[src/rtl/mvm_seq_pkg.sv]
// Shared types for the mvm load sequencer: accepted mode words, FSM states,
// and the segment-length helper used to size fill and burst phases.
package mvm_seq_pkg;

  typedef enum logic [2:0] {
    MODE_MV = 3'd1,
    MODE_VM = 3'd2,
    MODE_M  = 3'd3,
    MODE_V  = 3'd4
  } mode_t;

  typedef enum logic [2:0] {
    IDLE,
    FILL,
    LOAD,
    BURST,
    START,
    WAIT_DONE,
    DRAIN
  } state_t;

  function automatic int unsigned seg_len(input logic is_matrix, input int unsigned k);
    return is_matrix ? k * k : k;
  endfunction

endpackage

[src/rtl/mvm_seq_buffer.sv]
// Segment buffer for the load sequencer: K*K x B register file with synchronous
// write and combinational read; write/read pointers wrap to 0 after each segment.
module mvm_seq_buffer #(
  parameter int K  = 8,
  parameter int B  = 12,
  parameter int PW = $clog2(K * K)
) (
  input  logic          clk_i,
  input  logic          rst_i,
  input  logic [PW-1:0] last_idx_i,
  input  logic          wr_clr_i,
  input  logic          wr_en_i,
  input  logic [B-1:0]  wr_data_i,
  input  logic          rd_clr_i,
  input  logic          rd_en_i,
  output logic [B-1:0]  rd_data_o,
  output logic          wr_last_o,
  output logic          rd_last_o
);

  localparam int DEPTH = K * K;

  logic signed [B-1:0] mem_q [DEPTH];
  logic [PW-1:0]       wr_ptr_q, wr_ptr_d;
  logic [PW-1:0]       rd_ptr_q, rd_ptr_d;

  assign wr_last_o = (wr_ptr_q == last_idx_i);
  assign rd_last_o = (rd_ptr_q == last_idx_i);
  assign rd_data_o = mem_q[rd_ptr_q];

  always_comb begin
    wr_ptr_d = wr_ptr_q;
    if (wr_clr_i) begin
      wr_ptr_d = '0;
    end else if (wr_en_i) begin
      wr_ptr_d = wr_last_o ? '0 : wr_ptr_q + 1'b1;
    end
  end

  always_comb begin
    rd_ptr_d = rd_ptr_q;
    if (rd_clr_i) begin
      rd_ptr_d = '0;
    end else if (rd_en_i) begin
      rd_ptr_d = rd_last_o ? '0 : rd_ptr_q + 1'b1;
    end
  end

  always_ff @(posedge clk_i or posedge rst_i) begin
    if (rst_i) begin
      wr_ptr_q <= '0;
      rd_ptr_q <= '0;
    end else begin
      wr_ptr_q <= wr_ptr_d;
      rd_ptr_q <= rd_ptr_d;
    end
  end

  // Storage is data only: never reset, so contents survive a sequencer reset.
  always_ff @(posedge clk_i) begin
    if (wr_en_i) begin
      mem_q[wr_ptr_q] <= wr_data_i;
    end
  end

endmodule

[src/rtl/mvm_load_sequencer.sv]
// Feeds the serial mvm: buffers mode-selected matrix/vector segments from a stalling
// producer and replays them as gap-free bursts. MVM_SEQ_ERRCNT_EN adds err_count.
module mvm_load_sequencer
  import mvm_seq_pkg::*;
#(
  parameter int K     = 8,
  parameter int B     = 12,
  parameter int DRAIN = K + 1
) (
  input  logic         clk,
  input  logic         reset,
  input  logic [B-1:0] in_data,
  input  logic         in_valid,
  output logic         in_ready,
  output logic         loadMatrix,
  output logic         loadVector,
  output logic         start,
  input  logic         done,
  output logic [B-1:0] data_out,
  output logic         busy,
  output logic         err_mode
`ifdef MVM_SEQ_ERRCNT_EN
  ,
  output logic [7:0]   err_count
`endif
);

  localparam int PW = $clog2(K * K);
  localparam int DW = $clog2(DRAIN + 1);

  state_t        state_q, state_d;
  logic          seg_mat_q, seg_mat_d;
  logic          pend_q, pend_d;
  logic          err_q, err_d;
  logic [DW-1:0] drain_q, drain_d;

  logic          xfer;
  logic          mode_ok;
  logic [2:0]    mode_lo;
  logic [PW-1:0] last_idx;
  logic          wr_last, rd_last;
  logic          seg_full;
  logic [B-1:0]  rd_data;

  // in_ready is held low while reset is asserted and rises once it is released.
  assign in_ready = ~reset & ((state_q == IDLE) | (state_q == FILL));
  assign xfer     = in_valid & in_ready;
  assign mode_lo  = in_data[2:0];
  assign mode_ok  = (in_data[B-1:3] == '0) &&
                    (mode_lo inside {MODE_MV, MODE_VM, MODE_M, MODE_V});
  assign last_idx = PW'(seg_len(seg_mat_q, K) - 1);
  assign seg_full = xfer & wr_last;

  mvm_seq_buffer #(
    .K (K),
    .B (B)
  ) u_buf (
    .clk_i      (clk),
    .rst_i      (reset),
    .last_idx_i (last_idx),
    .wr_clr_i   (state_q == IDLE),
    .wr_en_i    (xfer & (state_q == FILL)),
    .wr_data_i  (in_data),
    .rd_clr_i   (state_q == LOAD),
    .rd_en_i    (state_q == BURST),
    .rd_data_o  (rd_data),
    .wr_last_o  (wr_last),
    .rd_last_o  (rd_last)
  );

  always_comb begin
    state_d   = state_q;
    seg_mat_d = seg_mat_q;
    pend_d    = pend_q;
    drain_d   = drain_q;
    err_d     = 1'b0;
    case (state_q)
      IDLE: begin
        if (xfer) begin
          if (mode_ok) begin
            state_d   = FILL;
            seg_mat_d = (mode_lo == MODE_MV) || (mode_lo == MODE_M);
            pend_d    = (mode_lo == MODE_MV) || (mode_lo == MODE_VM);
          end else begin
            err_d = 1'b1;
          end
        end
      end
      FILL: begin
        if (seg_full) begin
          state_d = LOAD;
        end
      end
      LOAD: state_d = BURST;
      BURST: begin
        if (rd_last) begin
          if (pend_q) begin
            state_d   = FILL;
            pend_d    = 1'b0;
            seg_mat_d = ~seg_mat_q;
          end else begin
            state_d = START;
          end
        end
      end
      START: state_d = WAIT_DONE;
      // done is a level check here, so a done that rose during START is still seen.
      WAIT_DONE: begin
        if (done) begin
          state_d = mvm_seq_pkg::DRAIN;
          drain_d = '0;
        end
      end
      mvm_seq_pkg::DRAIN: begin
        if (drain_q == DW'(DRAIN - 1)) begin
          state_d = IDLE;
        end else begin
          drain_d = drain_q + 1'b1;
        end
      end
      default: state_d = IDLE;
    endcase
  end

  always_ff @(posedge clk or posedge reset) begin
    if (reset) begin
      state_q   <= IDLE;
      seg_mat_q <= 1'b0;
      pend_q    <= 1'b0;
      err_q     <= 1'b0;
      drain_q   <= '0;
    end else begin
      state_q   <= state_d;
      seg_mat_q <= seg_mat_d;
      pend_q    <= pend_d;
      err_q     <= err_d;
      drain_q   <= drain_d;
    end
  end

  assign loadMatrix = (state_q == LOAD) & seg_mat_q;
  assign loadVector = (state_q == LOAD) & ~seg_mat_q;
  assign start      = (state_q == START);
  assign data_out   = (state_q == BURST) ? rd_data : '0;
  assign busy       = (state_q != IDLE);
  assign err_mode   = err_q;

`ifdef MVM_SEQ_ERRCNT_EN
  function automatic logic [7:0] sat_inc8(input logic [7:0] v);
    return (v == 8'hFF) ? v : v + 8'd1;
  endfunction

  logic [7:0] err_cnt_q, err_cnt_d;

  assign err_cnt_d = err_d ? sat_inc8(err_cnt_q) : err_cnt_q;

  always_ff @(posedge clk or posedge reset) begin
    if (reset) begin
      err_cnt_q <= '0;
    end else begin
      err_cnt_q <= err_cnt_d;
    end
  end

  assign err_count = err_cnt_q;
`endif

endmodule

[config.mk]
export PLATFORM = sky130hd
export DESIGN_NAME = mvm_load_sequencer
export DESIGN_NICKNAME = d
export VERILOG_FILES = /design/src/rtl/mvm_seq_pkg.sv /design/src/rtl/mvm_seq_buffer.sv /design/src/rtl/mvm_load_sequencer.sv
export SDC_FILE = /design/constraint.sdc
export NUM_CORES = 1
export LEC_CHECK = 0
export BUFFER_PORTS_ARGS = -buffer_cell sky130_fd_sc_hd__clkbuf_2
export CORE_UTILIZATION = 41
export DETAILED_ROUTE_END_ITERATION = 7
export PLACE_DENSITY = 0.52
export RECOVER_POWER = 100
export SETUP_SLACK_MARGIN = 0.1
export SLEW_MARGIN = 10
export SYNTH_ARGS = -nofsm -noshare
export SYNTH_HDL_FRONTEND = slang
export SYNTH_HIERARCHICAL = 1
export SYNTH_SLANG_ARGS = --single-unit
[constraint.sdc]
create_clock -name clk -period 3.4 [get_ports clk]
set_input_delay 0.17 -clock clk [delete_from_list [all_inputs] [get_ports clk]]
set_output_delay 0.17 -clock clk [all_outputs]
set_load 0.01 [all_outputs]
; ---- Word level (Yosys, flattened, before mapping)
; Memory sizes are Yosys's and may differ from the RTL's.
; Cells that the tools add are included.
[word_totals]
regBits = 22
ramBits = 768
in_bits = 16
out_inout_bits = 18
mem_count = 1
[mem_list]
columns = name, depth, word_bits, rd, rd_ports_with_merged_regs, write_ports, line_no
row1 = u_buf.mem_q, 64, 12, 1, 0, 1, mvm_seq_buffer.sv:23  ; logic signed [B-1:0] mem_q [DEPTH];
[classes]
addsub = 4
n_eq_ne = 21
mux = 33
bitwise_logic = 9
n_reduce_logical = 15
[op_table]
columns = op, n
row1 = $mux 6, 6
row2 = $mux 3, 7
row3 = $pmux 3 s7, 1
row4 = $ne 2x2->1 const B, 8
row5 = $add 6x1->6 const B, 2
row6 = $eq 3x2->1 const B, 4
row7 = $eq 3x3->1 const B, 4
row8 = $eq 6x6->1, 2
row9 = $mux 1, 12
row10 = $mux 12, 1
row11 = $mux 4, 3
row12 = $logic_not 9->1, 1
row13 = $pmux 4 s2, 1
row14 = $reduce_bool 2->1, 4
row15 = $and 1x1->1, 6
row16 = $eq 3x1->1 const B, 2
row17 = $reduce_and 6->1, 1
row18 = $sub 6x1->6 const B, 1
row19 = $reduce_and 5->1, 1
row20 = $add 4x1->4 const B, 1
row21 = $eq 4x4->1 const B, 1
row22 = $pmux 1 s2, 2
row23 = $reduce_and 4->1, 1
row24 = $reduce_bool 4->1, 1
row25 = 7 further kinds, 9

; ---- Depth between registers and ports, before layout
[depth]
depth_word = 7
depth_mapped = 12
depth_no_buf = 8

; ---- Cells and area by module
; The synthesis kept the hierarchy.
[modules_own_cells]
columns = mod, instances, cells_each, area_per_inst_um2, seq_area_each_um2
row1 = mvm_seq_buffer, 1, 1449, 30450.5, 23362.4
row2 = mvm_load_sequencer, 1, 104, 810.8, 250.2

; ---- Least setup slack after synthesis
; No wires, ideal clock.
[synth_path]
path_kind = flip-flop to flip-flop
startpoint = register state_q[1]
endpoint = memory u_buf.mem_q[40][0], enable pin
setup_time_ns = 0.396
t_arrival_ns = 2.645
path_slack_ns = 0.359
stages_incl_launch_ff = 8
path_buffers = 2
period_less_slack_ns = 3.041
cell_sequence = dfrtp_1 buf_6 nor4b_4 and3_1 clkbuf_1 nand2_1 or3_1 nor3_1
[synth_via]
elab_chain_len = 7
elab_cells_between_ends = 8
[synth_lines]
columns = item, line_no
row1 = start: declaration, mvm_load_sequencer.sv:31  ; state_t state_q, state_d;
row2 = start signal: assignment, mvm_load_sequencer.sv:133  ; state_q <= state_d;
row3 = $eq 3x1->1 or $logic_not 3->1 (tied branches), "mvm_load_sequencer.sv:46, mvm_load_sequencer.sv:62"
row4 = $or 1x1->1, mvm_load_sequencer.sv:46  ; assign in_ready = ~reset & ((state_q == IDLE) | (state_q == FILL));
row5 = $and 1x1->1, mvm_load_sequencer.sv:46
row6 = $and 1x1->1, mvm_load_sequencer.sv:47  ; assign xfer = in_valid & in_ready;
row7 = $and 1x1->1 (*), mvm_load_sequencer.sv:62  ; .wr_en_i (xfer & (state_q == FILL)),
row8 = $mux 1 (*), mvm_seq_buffer.sv:61  ; if (wr_en_i) begin
row9 = $mux 1 (not written as such) (*), mvm_seq_buffer.sv:62  ; mem_q[wr_ptr_q] <= wr_data_i;
row10 = end: declaration, mvm_seq_buffer.sv:23
; Every way passes the cells marked *; elsewhere a longest branch is shown, timed or not.

; ---- Worst setup path in the final report
[layout_path]
startpoint = register u_buf.rd_ptr_q[0]
endpoint = output data_out[11]
[layout_via]
elab_chain_len = 2
[layout_lines]
columns = item, line_no
row1 = start: declaration, mvm_seq_buffer.sv:25  ; logic [PW-1:0] rd_ptr_q, rd_ptr_d;
row2 = start signal: assignment, mvm_seq_buffer.sv:55  ; rd_ptr_q <= rd_ptr_d;
row3 = $mem_v2 64x12, -
row4 = net rd_data[11], mvm_load_sequencer.sv:43  ; logic [B-1:0] rd_data;
row5 = $mux 12, mvm_load_sequencer.sv:144  ; assign data_out = (state_q == BURST) ? rd_data : '0;
row6 = end: declaration, mvm_load_sequencer.sv:19  ; output logic [B-1:0] data_out,
; The timed path passes the listed nets, and every way through them passes these cells.

==> flow_metrics.tcl <==
set metrics [dict create \
    setup_violations 5 \
    viasPerCell 5.837 \
    wl_um 85790 \
    multiInputGateArea_um2 7764 \
    die_x_um 278.1 \
    syn_area_um2 31260 \
    violations "capacitance limit, slew limit, setup timing" \
    max-slew-margin-rel_pct -133.9 \
    synth-seq-cells 790 \
    ir_worst_vdd_uv 487.6 \
    dp_hpwl_um 52990 \
    grt_pass1_wl_um 122500 \
    grt_max_degree 65 \
    hold_viol 0 \
    drive_gt1_share_pct 35.01 \
    die_height_um 278.1 \
    setup.worst_path.start "u_buf/rd_ptr_q[0]$_DFFE_PP0P_" \
    synthArstFlopShare_pct 2.785 \
    yosysTopAreaCellShare_pct 73.77 \
    first_global_vias 16630 \
    synth-edff-count 768 \
    fin_crit_ns 3.498 \
    cp_data_arrival_time_ns 3.33 \
    finalWorstSetupSlack_ns -0.09785 \
    final_nets 1849 \
    r2r_cells 6 \
    path_clk_slew_ns 0.07 \
    cp_data_required_time_ns 3.23 \
    route.detailed.drc 0 \
    wl_per_cell_um 29.96 \
    clock_latency_ns 0.64 \
    cp-endpoint "data_out[11]" \
    status "complete, but fails checks" \
    fin_hold_ws_ns 0.1237 \
    grt_usage_pct 22.35 \
    postSynthAreaPerCell_um2 20.13 \
    worst_hold_path_type "in -> async" \
    layout.cells.non_filler 2863 \
    finClkSkew_ns 0.01794 \
    dpl.cell_count 2641 \
    fp-row-count 100 \
    tightest_slew_ns 3.509 \
    io_pins 34 \
    cts_num_sinks 790 \
    core_area_um2 74950 \
    yosys_most_used_dff "edfxtp_1" \
    cts_tree "built" \
    initial_core_util_pct 41.71 \
    antenna_found_initial 1 \
    die_area_um2 77360 \
    initialDrtViolationCount 1789 \
    ant_nets 0 \
    synth.largest_area_cell "edfxtp_1" \
    vias 16710 \
    fmax_mhz 285.9 \
    r2r-start "state_q[1]$_DFFE_PP0P_" \
    numCtsBuffers 83 \
    worst-r2r-setup-slack_ns 0.03 \
    drtPass1Iterations 5 \
    yosysWarnings 6 \
    register_area_um2 23630 \
    root_buffer "clkbuf_16" \
    ys_types 63 \
    portBuffers 33 \
    endpoint_kind "output port" \
    utilization_pct 50.51 \
    crit_fanout 14 \
    cts_max_level 3 \
    synth_cells 1553 \
    num-fill-cells 5971 \
    yosys.cell_count.top_type "edfxtp_1" \
    synthTopCellsByCount "edfxtp_1, mux4_2, nor2_1" \
    finalCritPeriodShare_pct 102.9 \
    p_per_area_nw_per_um2 752.9 \
    power_leakage_nw 12.11 \
    cts_max_path_buffers 3 \
    gp_congestion 0.8543 \
    ys_seq_area_share_pct 75.53 \
    slew_viol_final 653 \
    syn2layout_area_growth_pct 21.08 \
    reg2reg_to "u_buf/mem_q[4][2]$_DFFE_PP_" \
    grt-ovfl-total 0 \
    synth_area_leaders "edfxtp_1, mux4_2, dfrtp_1" \
    n_antenna_cell 0 \
    startpoint_type "register" \
    rsz0062_at_grt "true" \
    maxCapViolations 12 \
    path_class "reg -> out" \
]
[per-stage QoR]
| step | total power, mW | setup slack, ns | cell area, µm² | TNS [ns] |
|---|---|---|---|---|
| floorplan | 15.31 | 0.3589 | 31280 | 0 |
| global placement | 17.72 | 0.1123 | 33600 | 0 |
| detailed placement | 17.75 | 0.1384 | 33600 | 0 |
| CTS | 27.92 | -0.07330 | 37150 | -0.5156 |
| global route | 29.46 | -0.2010 | 37850 | -1.922 |
| finish | 28.50 | -0.09785 | 37850 | -0.3055 |
[power breakdown]
part,switching [mW],internal [mW]
clock network,3.76,5.50
logic,4.17,4.07
registers,0.191,10.8
[cell usage in the layout (no fill, tap or decap), types with 10 or more instances in the layout]
cell,count
edfxtp_1,768
mux4_2,186
buf_4,175
nor2_1,91
clkbuf_16,88
clkbuf_1,41
nand2_1,38
a21oi_1,23
o21ai_0,21
mux2i_1,20
buf_12,19
nor3_1,18
nand3_1,17
dfrtp_1,17
a22oi_2,15
inv_1,14
clkinv_1,14
clkinv_2,14
clkbuf_2,14
buf_6,14
bufinv_16,12
xor2_1,12
nor2b_1,11
nor3_2,11
and2_1,10
nand2b_1,10
o22ai_1,10
[sequential cells by signal, summed over array words and instances, names as in the netlist]
register        cells
seg_mat_q           1
drain_q             4
err_mode            1
state_q             3
u_buf/wr_ptr_q      6
u_buf/mem_q       768
pend_q              1
u_buf/rd_ptr_q      6
[area by class of cell]
class | instances | share of cell area, %
Clock inverter | 53 | 1.597
Timing Repair Buffer | 270 | 6.396
Clock buffer | 97 | 5.738
Inverter | 14 | 0.1388
Tap cell | 969 | 3.203
Sequential cell | 790 | 62.42
Multi-Input combinational cell | 670 | 20.51
[per-layer routing]
layer	routed length, µm	global-route usage (%)	vias up
li1	-	-	7001
met1	37060	32.34	8975
met2	41220	35.66	613
met3	5843	3.820	119
met4	1635	4.817	4
met5	29	0	-
[critical path: stages, from the launching register on]
cell	delay [ns]
dfrtp_4	0.50
buf_12	0.15
buf_4	0.15
buf_16	0.16
buf_4	0.16
mux2_2	0.21
o21ai_0	0.06
nor3_1	0.57
a2111oi_2	0.11
a31oi_2	0.30
and2_1	0.17
clkbuf_2	0.13
[logic make-up after synthesis]
logic type	share of synthesized area, %
compound gates	3.438
buf+inv	1.733
fa+ha+maj	0.1601
mux	14.58
simple gates	4.175
flops	75.53
other cells	0.01200
xor+xnor	0.3642
[worst min-delay path by stage]
stage / to / slack [ns]
final: seg_mat_q$_DFFE_PP0P_ / 0.12
after global placement: seg_mat_q$_DFFE_PP0P_ / 0.22
after global routing: drain_q[2]$_DFFE_PP0P_ / 0.16
after detailed placement: seg_mat_q$_DFFE_PP0P_ / 0.24
after CTS: err_mode$_DFF_PP0_ / 0.03
after floorplan: drain_q[0]$_DFFE_PP0P_ / 0.02
[repair_timing]
| action | CTS | global route |
|---|---|---|
| hold buffers | 3 | 0 |
| buffers inserted | 25 | 37 |
| setup endpoints to repair | 12 | 12 |
| cloned | 4 | 4 |
| pin swaps | 17 | 29 |
| hold endpoints to repair | 26 | 0 |
| gates resized for setup | 85 | 88 |
Note: power is estimated with default switching activity, not from simulation.
